**src/rtl/pcie_rst_seq_pkg.sv**
```systemverilog
// pcie_rst_seq_pkg: shared state encodings and CSR layout for the PCIe slot reset sequencer
package pcie_rst_seq_pkg;
  typedef enum logic [1:0] {PRS_HOLD, PRS_WAIT, PRS_RELEASE, PRS_DONE} prs_state_e;
  localparam int CTRL_RESTART = 7;
  localparam int CTRL_BUSY = 6;
  localparam int CTRL_DONE = 5;
  localparam logic [4:0] DELAY_OFS = 5'd1;
  localparam int PRESCALE = 32;
endpackage

```
**src/rtl/pcie_rst_seq_timer.sv**
```systemverilog
// pcie_rst_seq_timer: counts units*32 ce ticks after load, then pulses expired for one cycle
module pcie_rst_seq_timer
  import pcie_rst_seq_pkg::*;
(
  input  logic       clk,
  input  logic       rst,
  input  logic       ce,
  input  logic       load,
  input  logic [7:0] units,
  output logic       expired
);
  logic [4:0] pre;
  logic [7:0] cnt;
  logic       armed;
  assign expired = armed && cnt == 8'd0;
  // a tick on the load cycle or on the expiry cycle is not counted
  always_ff @(posedge clk) begin
    if (rst) begin
      pre <= '0;
      cnt <= '0;
      armed <= 1'b0;
    end else if (load) begin
      pre <= '0;
      cnt <= units;
      armed <= 1'b1;
    end else if (expired) begin
      armed <= 1'b0;
    end else if (armed && ce) begin
      pre <= pre + 5'd1;
      if (pre == 5'(PRESCALE - 1)) cnt <= cnt - 8'd1;
    end
  end
endmodule

```
**src/rtl/pcie_rst_seq.sv**
```systemverilog
// pcie_rst_seq: releases PCIe slot resets one at a time after power good, with CSR control
module pcie_rst_seq
  import pcie_rst_seq_pkg::*;
#(
  parameter logic [4:0] BASE_ADDR = 5'h1d,
  parameter int         NUM_RST   = 3,
  parameter logic [7:0] DFL_DELAY = 8'd20
) (
  input  logic               clk,
  input  logic               rst,
  input  logic               ce,
  input  logic               pwr_ok,
  input  logic [4:0]         csr_a,
  input  logic [7:0]         csr_di,
  input  logic               csr_we,
  output logic [7:0]         csr_do,
  output logic [NUM_RST-1:0] rst_out,
  output logic               seq_done
);
  prs_state_e         state, state_n;
  logic [2:0]         idx, idx_n;
  logic [NUM_RST-1:0] seq_hold, hold_n, sw_mask;
  logic [7:0]         delay, ctrl;
  logic               ctrl_sel, dly_sel, restart, load, expired, busy, unused;
  assign ctrl_sel = csr_a == BASE_ADDR;
  assign dly_sel = csr_a == BASE_ADDR + DELAY_OFS;
  assign restart = csr_we && ctrl_sel && csr_di[CTRL_RESTART];
  assign busy = state == PRS_WAIT || state == PRS_RELEASE;
  assign seq_done = state == PRS_DONE;
  assign rst_out = seq_hold | sw_mask;
  assign unused = ^csr_di[6:NUM_RST];
  pcie_rst_seq_timer u_timer (
    .clk(clk),
    .rst(rst),
    .ce(ce),
    .load(load),
    .units(delay),
    .expired(expired)
  );
  always_ff @(posedge clk) begin
    if (rst) begin
      state <= PRS_HOLD;
      idx <= '0;
      seq_hold <= '1;
      sw_mask <= '0;
      delay <= DFL_DELAY;
    end else begin
      state <= state_n;
      idx <= idx_n;
      seq_hold <= hold_n;
      if (csr_we && ctrl_sel) sw_mask <= csr_di[NUM_RST-1:0];
      if (csr_we && dly_sel) delay <= csr_di;
    end
  end
  // power loss beats restart, which beats normal progression
  always_comb begin
    state_n = state;
    idx_n = idx;
    hold_n = seq_hold;
    load = 1'b0;
    if (!pwr_ok) begin
      state_n = PRS_HOLD;
      idx_n = '0;
      hold_n = '1;
    end else if (restart || state == PRS_HOLD) begin
      state_n = PRS_WAIT;
      idx_n = '0;
      hold_n = '1;
      load = 1'b1;
    end else if (state == PRS_WAIT) begin
      state_n = expired ? PRS_RELEASE : PRS_WAIT;
    end else if (state == PRS_RELEASE) begin
      hold_n = seq_hold & ~(NUM_RST'(1) << idx);
      state_n = idx == 3'(NUM_RST - 1) ? PRS_DONE : PRS_WAIT;
      idx_n = idx == 3'(NUM_RST - 1) ? idx : idx + 3'd1;
      load = idx != 3'(NUM_RST - 1);
    end
  end
  always_comb begin
    ctrl = '0;
    ctrl[4:0] = 5'(sw_mask);
    ctrl[CTRL_BUSY] = busy;
    ctrl[CTRL_DONE] = seq_done;
    csr_do = ctrl_sel ? ctrl : dly_sel ? delay : 8'h00;
  end
endmodule

```
**config.mk**
```make
export PLATFORM = sky130hd
export DESIGN_NAME = pcie_rst_seq
export DESIGN_NICKNAME = d
export VERILOG_FILES = /design/src/rtl/pcie_rst_seq_pkg.sv /design/src/rtl/pcie_rst_seq_timer.sv /design/src/rtl/pcie_rst_seq.sv
export SDC_FILE = /design/constraint.sdc
export NUM_CORES = 1
export LEC_CHECK = 0
export BUFFER_PORTS_ARGS = -buffer_cell sky130_fd_sc_hd__buf_4
export CAP_MARGIN = 20
export CORE_MARGIN = 8
export CORE_UTILIZATION = 52
export CTS_CLUSTER_DIAMETER = 50
export CTS_CLUSTER_SIZE = 40
export DETAILED_ROUTE_END_ITERATION = 8
export PLACE_DENSITY_LB_ADDON = 0.08
export SLEW_MARGIN = 0
export SYNTH_ARGS = -nofsm -noshare
export SYNTH_HDL_FRONTEND = slang
export SYNTH_HIERARCHICAL = 1
export SYNTH_SLANG_ARGS = --single-unit
```
**constraint.sdc**
```tcl
create_clock -name clk -period 2.93 [get_ports clk]
set_input_delay 0.1465 -clock clk [delete_from_list [all_inputs] [get_ports clk]]
set_output_delay 0.1465 -clock clk [all_outputs]
set_load 0.005 [all_outputs]
```
# --- Word-level counts from Yosys, hierarchy flattened ---
# Cells that the tools add are included.
word_totals:
  ff_bits: 33
  inputBits: 18
  word_cells: 67
op_classes:
  addsub: 3
  eq_ne: 9
  shifts: 1
  n_mux: 17
  n_bitwise: 7
  reduce_logical: 21
ops:
  columns: ["operator", "n"]
  rows:
  - ["8-bit two-way mux", 6]
  - ["5-bit equality test, second input constant", 3]
  - ["8-bit logical NOT", 1]
  - ["2-bit two-way mux", 4]
  - ["2-bit nonzero test", 4]
  - ["8-bit by 1-bit subtractor with 8-bit output, second input constant", 1]
  - ["1-bit two-way mux", 7]
  - ["3-bit AND reduction", 2]
  - ["5-bit by 1-bit adder with 5-bit output, second input constant", 1]
  - ["1-bit logical AND", 5]
  - ["2-bit equality test, second input constant", 2]
  - ["1-bit inverter", 4]
  - ["2-bit AND reduction", 2]
  - ["2-bit OR reduction", 2]
  - ["3-bit by 1-bit adder with 3-bit output, second input constant", 1]
  - ["3-bit AND", 1]
  - ["3-bit by 2-bit equality test with 1-bit output, second input constant", 1]
  - ["3-bit by 2-bit inequality test with 1-bit output, second input constant", 1]
  - ["3-bit inverter", 1]
  - ["3-bit OR", 1]
  - ["3-bit nonzero test", 1]
  - ["3-bit OR reduction", 1]
  - ["1-bit by 3-bit << shifter with 3-bit output, first input constant", 1]
  - ["2-bit by 1-bit equality test with 1-bit output, second input constant", 1]
  - ["3 further kinds", 4]

# --- Logic depth before layout (Yosys ltp) ---
depth:
  ltp_word: 8
  ltp_mapped: 10

# --- Modules after synthesis ---
# Netlist, hierarchy kept.
modules_own_cells:
  columns: ["module", "n_inst", "cells_per_inst", "area_per_inst_um2", "seq_area_each_um2"]
  rows:
  - ["pcie_rst_seq", 1, 122, 1076.0, 380.4]
  - ["pcie_rst_seq_timer", 1, 91, 794.5, 280.3]

# --- Worst setup path before layout ---
# Ideal clock, no wire load.
synth_path:
  path_kind: "reg2reg"
  from: "register u_timer.pre[0]"
  to: "register u_timer.cnt[7]"
  setup_ns: 0.091
  arrival_ns: 2.142
  path_slack_ns: 0.697
  stages_incl_launch_ff: 8
  n_path_buf: 0
  cell_sequence: "dfxtp_1 > ha_1 > and3_1 > ha_1 > nand3_1 > or4_4 > or4b_1 > a311oi_1"
synth_via:
  elab_chain_cells: 3
synth_lines:
  columns: ["element", "line_no", "text"]
  rows:
  - ["start, declared", "pcie_rst_seq_timer.sv:12", "logic [4:0] pre;"]
  - ["start signal, assigned", "pcie_rst_seq_timer.sv:29", "pre <= pre + 5'd1;"]
  - ["5-bit equality test", "pcie_rst_seq_timer.sv:30", "if (pre == 5'(PRESCALE - 1)) cnt <= cnt - 8'd1;"]
  - ["2-bit nonzero test (no source line)", null, null]
  - ["3-bit AND reduction (no source line)", null, null]
  - ["end signal, assigned", "pcie_rst_seq_timer.sv:24", "cnt <= units;"]
  - ["end signal, assigned", "pcie_rst_seq_timer.sv:30", null]
  - ["end, declared", "pcie_rst_seq_timer.sv:13", "logic [7:0] cnt;"]
# No other way between the ends.
# A chain may end at the register's enable or synchronous reset.

# --- Worst setup path in the final report ---
# Same ends and word-level chain as after synthesis.

==> results.yml <==
sta:
  finalSetupViolCount: 0
  fin_crit_ns: 2.41
  finalCritPeriodShare_pct: 82.4
  drv_slew: 0
  tns_ns: 0
  tightest_slew_ns: 0.647
  finalClockSkew_ns: 0.00738
  hold_viol: 0
  setup_slack_ns: 0.517
  max_freq_mhz: 414
  rsz0062_at_grt: "false"
  slew-limit-headroom_pct: 56.8
worst_setup_path:
  end_kind: "flop"
  reg2reg_to: "u_timer/cnt[7]"
  path_max_fanout: 6
  worstPathRequired_ns: 3.18
  r2r_cells: 7
  start_kind: "flop"
  r2r-start: "u_timer/pre[0]"
  worstSetupPathType: "flop to flop"
  cp.arrival_ns: 2.66
  r2r_slack_ns: 0.52
drt:
  num_vias: 1642
  vias_per_cell: 5.64
  dr.pass1.iters: 4
  drt_iter0_markers: 89
  antenna_left: 0
  routed_wl_mm: 4.24
  wl_per_cell_um: 14.6
  drc: 0
global_route:
  grt-ovfl-total: 0
  grt_max_degree: 28
  grt.total_usage_pct: 14.6
  grt_pass1_vias: 1643
  grt_pass1_wl_mm: 7.12
  grt_antenna_before_repair: 0
pwr:
  power.leakage_nw: 0.854
  ir_worst_vdd_mv: 0.320
  power-per-cell-area_mw_per_mm2: 429
clock_tree:
  root_buffer: "clkbuf_4"
  cts-resized-gates: 0
  cts_tree: "done"
  insertion_delay_ns: 0.32
  cts_buffer_depth: 2
  cts_setup_buffers: 0
  htreeDepth: 2
  path_clk_slew_ns: 0.10
  cts_buffers: 5
  numClockSinks: 33
  postCtsHoldBufs: 0
run_status:
  status: "finished clean"
worst_hold_path:
  hold_path.class: "input port to flop"
  worstHoldEndpoint: "delay[2]"
  min_from: "csr_di[2]"
  hold_depth: 3
finish:
  post_route_cells_drive_above_1_share_pct: 19.6
  n_fill_cell: 298
  fin_util_pct: 65.2
  final_cell_mix: "33 x dfxtp_1, 32 x buf_4, 20 x nor2_1"
  finalNonFillerCells: 291
  antenna_cells: 0
  final_common_cell: "dfxtp_1"
  layout.nets: 275
  area_growth_pct: 18.1
flow_run:
  cap_violations: 0
logic_synthesis:
  synthTopCellsByArea: "dfxtp_1 35%, ha_1 8.7%, mux2i_1 4.3%, nand2b_1 4.0%, nor2_1 4.0%"
  async_flop_share_pct: 0
  synth_cells: 213
  yosys_warnings: 6
  synth_area_mm2: 0.00187
  ys_seq_area_share_pct: 35.3
  synth-edff-count: 0
  ys_seq_elements: 33
  ys_types: 48
  avgSynthCellArea_um2: 8.78
  synth_top_area_share_pct: 35.3
  yosys.area.top_type: "dfxtp_1"
  ys.flop_type: "dfxtp_1"
  syn_nets: 244
floorplanning:
  rows: 21
  boundaryPins: 30
  core_region_area_mm2: 0.00339
  fp.dieW_um: 76.0
  die-area_mm2: 0.00577
  die_y_um: 76.0
  start_util_pct: 55.2
placed_design:
  io_buffers: 29
  dp_slack_ns: 0.537
  dp_hpwl_mm: 3.30
  placed_cells: 283
  gp_congestion: 0.776
==> synth_stat cells, types with 2 or more instances <==
master / n
nand3_1: 6
inv_1: 11
o21ai_0: 13
dfxtp_1: 33
clkbuf_1: 5
a211oi_1: 6
a22o_1: 5
nor2_1: 20
a21o_1: 3
ha_1: 13
and2_1: 3
a2111oi_0: 2
nand4b_1: 4
and3_1: 2
nor2b_1: 6
nand2_1: 9
nand2b_1: 12
mux2i_1: 8
a21oi_1: 13
nand4_1: 2
o31ai_1: 2
or2_2: 4
xnor2_1: 5
nor4b_1: 2
==> logic make-up after synthesis <==
kind of cell	Yosys count	synth area share, %
AND/OR/NAND/NOR	81	24.9
AO/OA/AOI/OAI	54	19.8
flip-flops	33	35.3
buffers and inverters	19	4.62
adder cells (fa/ha/maj)	13	8.70
multiplexers	8	4.28
XOR/XNOR	5	2.34
==> cell type report <==
type	count	area, um2	share of cell area [%]
Clock buffer	7	55.1	2.49
Clock inverter	1	30.0	1.36
Inverter	11	41.3	1.87
Multi-Input combinational cell	161	1120	50.9
Sequential cell	33	661	29.9
Tap cell	46	57.6	2.61
Timing Repair Buffer	32	240	10.9
==> critical path, stage by stage, from the launching register on <==
cell,delay [ns]
dfxtp_1,0.39
ha_1,0.17
and3_1,0.16
ha_1,0.15
nand3_1,0.18
or4_4,0.55
or4b_1,0.48
a311oi_1,0.24
==> worst max-delay path by stage <==
stage               cells after the start      startpoint             end  slack [ns]
finish                                  7  u_timer/pre[0]  u_timer/cnt[7]        0.52
global route                            7  u_timer/pre[0]  u_timer/cnt[7]        0.40
CTS                                     7  u_timer/pre[0]  u_timer/cnt[7]        0.51
detailed placement                      7  u_timer/pre[0]  u_timer/cnt[7]        0.54
global placement                        7  u_timer/pre[0]  u_timer/cnt[7]        0.61
floorplan                               7  u_timer/pre[0]  u_timer/cnt[7]        0.70
==> registers in the layout, summed over array words and instances (netlist names) <==
register	cells
delay	8
u_timer/cnt	8
u_timer/pre	5
idx	3
seq_hold	3
sw_mask	3
state	2
u_timer/armed	1
==> report_power, final <==
part	switching, W	total (W)	internal, W
Sequential	0.0000125	0.000472	0.000460
Combinational	0.0000638	0.000120	0.0000566
Clock	0.000151	0.000354	0.000204
Total	0.000227	0.000947	0.000720
==> metal layers <==
layer	GRT usage (%)	wire length, um
met1	16.1	1850
met2	25.3	2120
met3	5.42	205
met4	4.71	57
met5	0	0
==> per-stage QoR <==
step,cell area (um2),total power (W),hold WS [ns]
CTS,2210,0.000955,0.0826
floorplan,1870,0.000558,0.301
detailed placement,2120,0.000602,0.427
global route,2210,0.000987,0.0850
finish,2210,0.000947,0.0914
global placement,2120,0.000597,0.404
No activity file was read; power rests on OpenSTA's default activity.
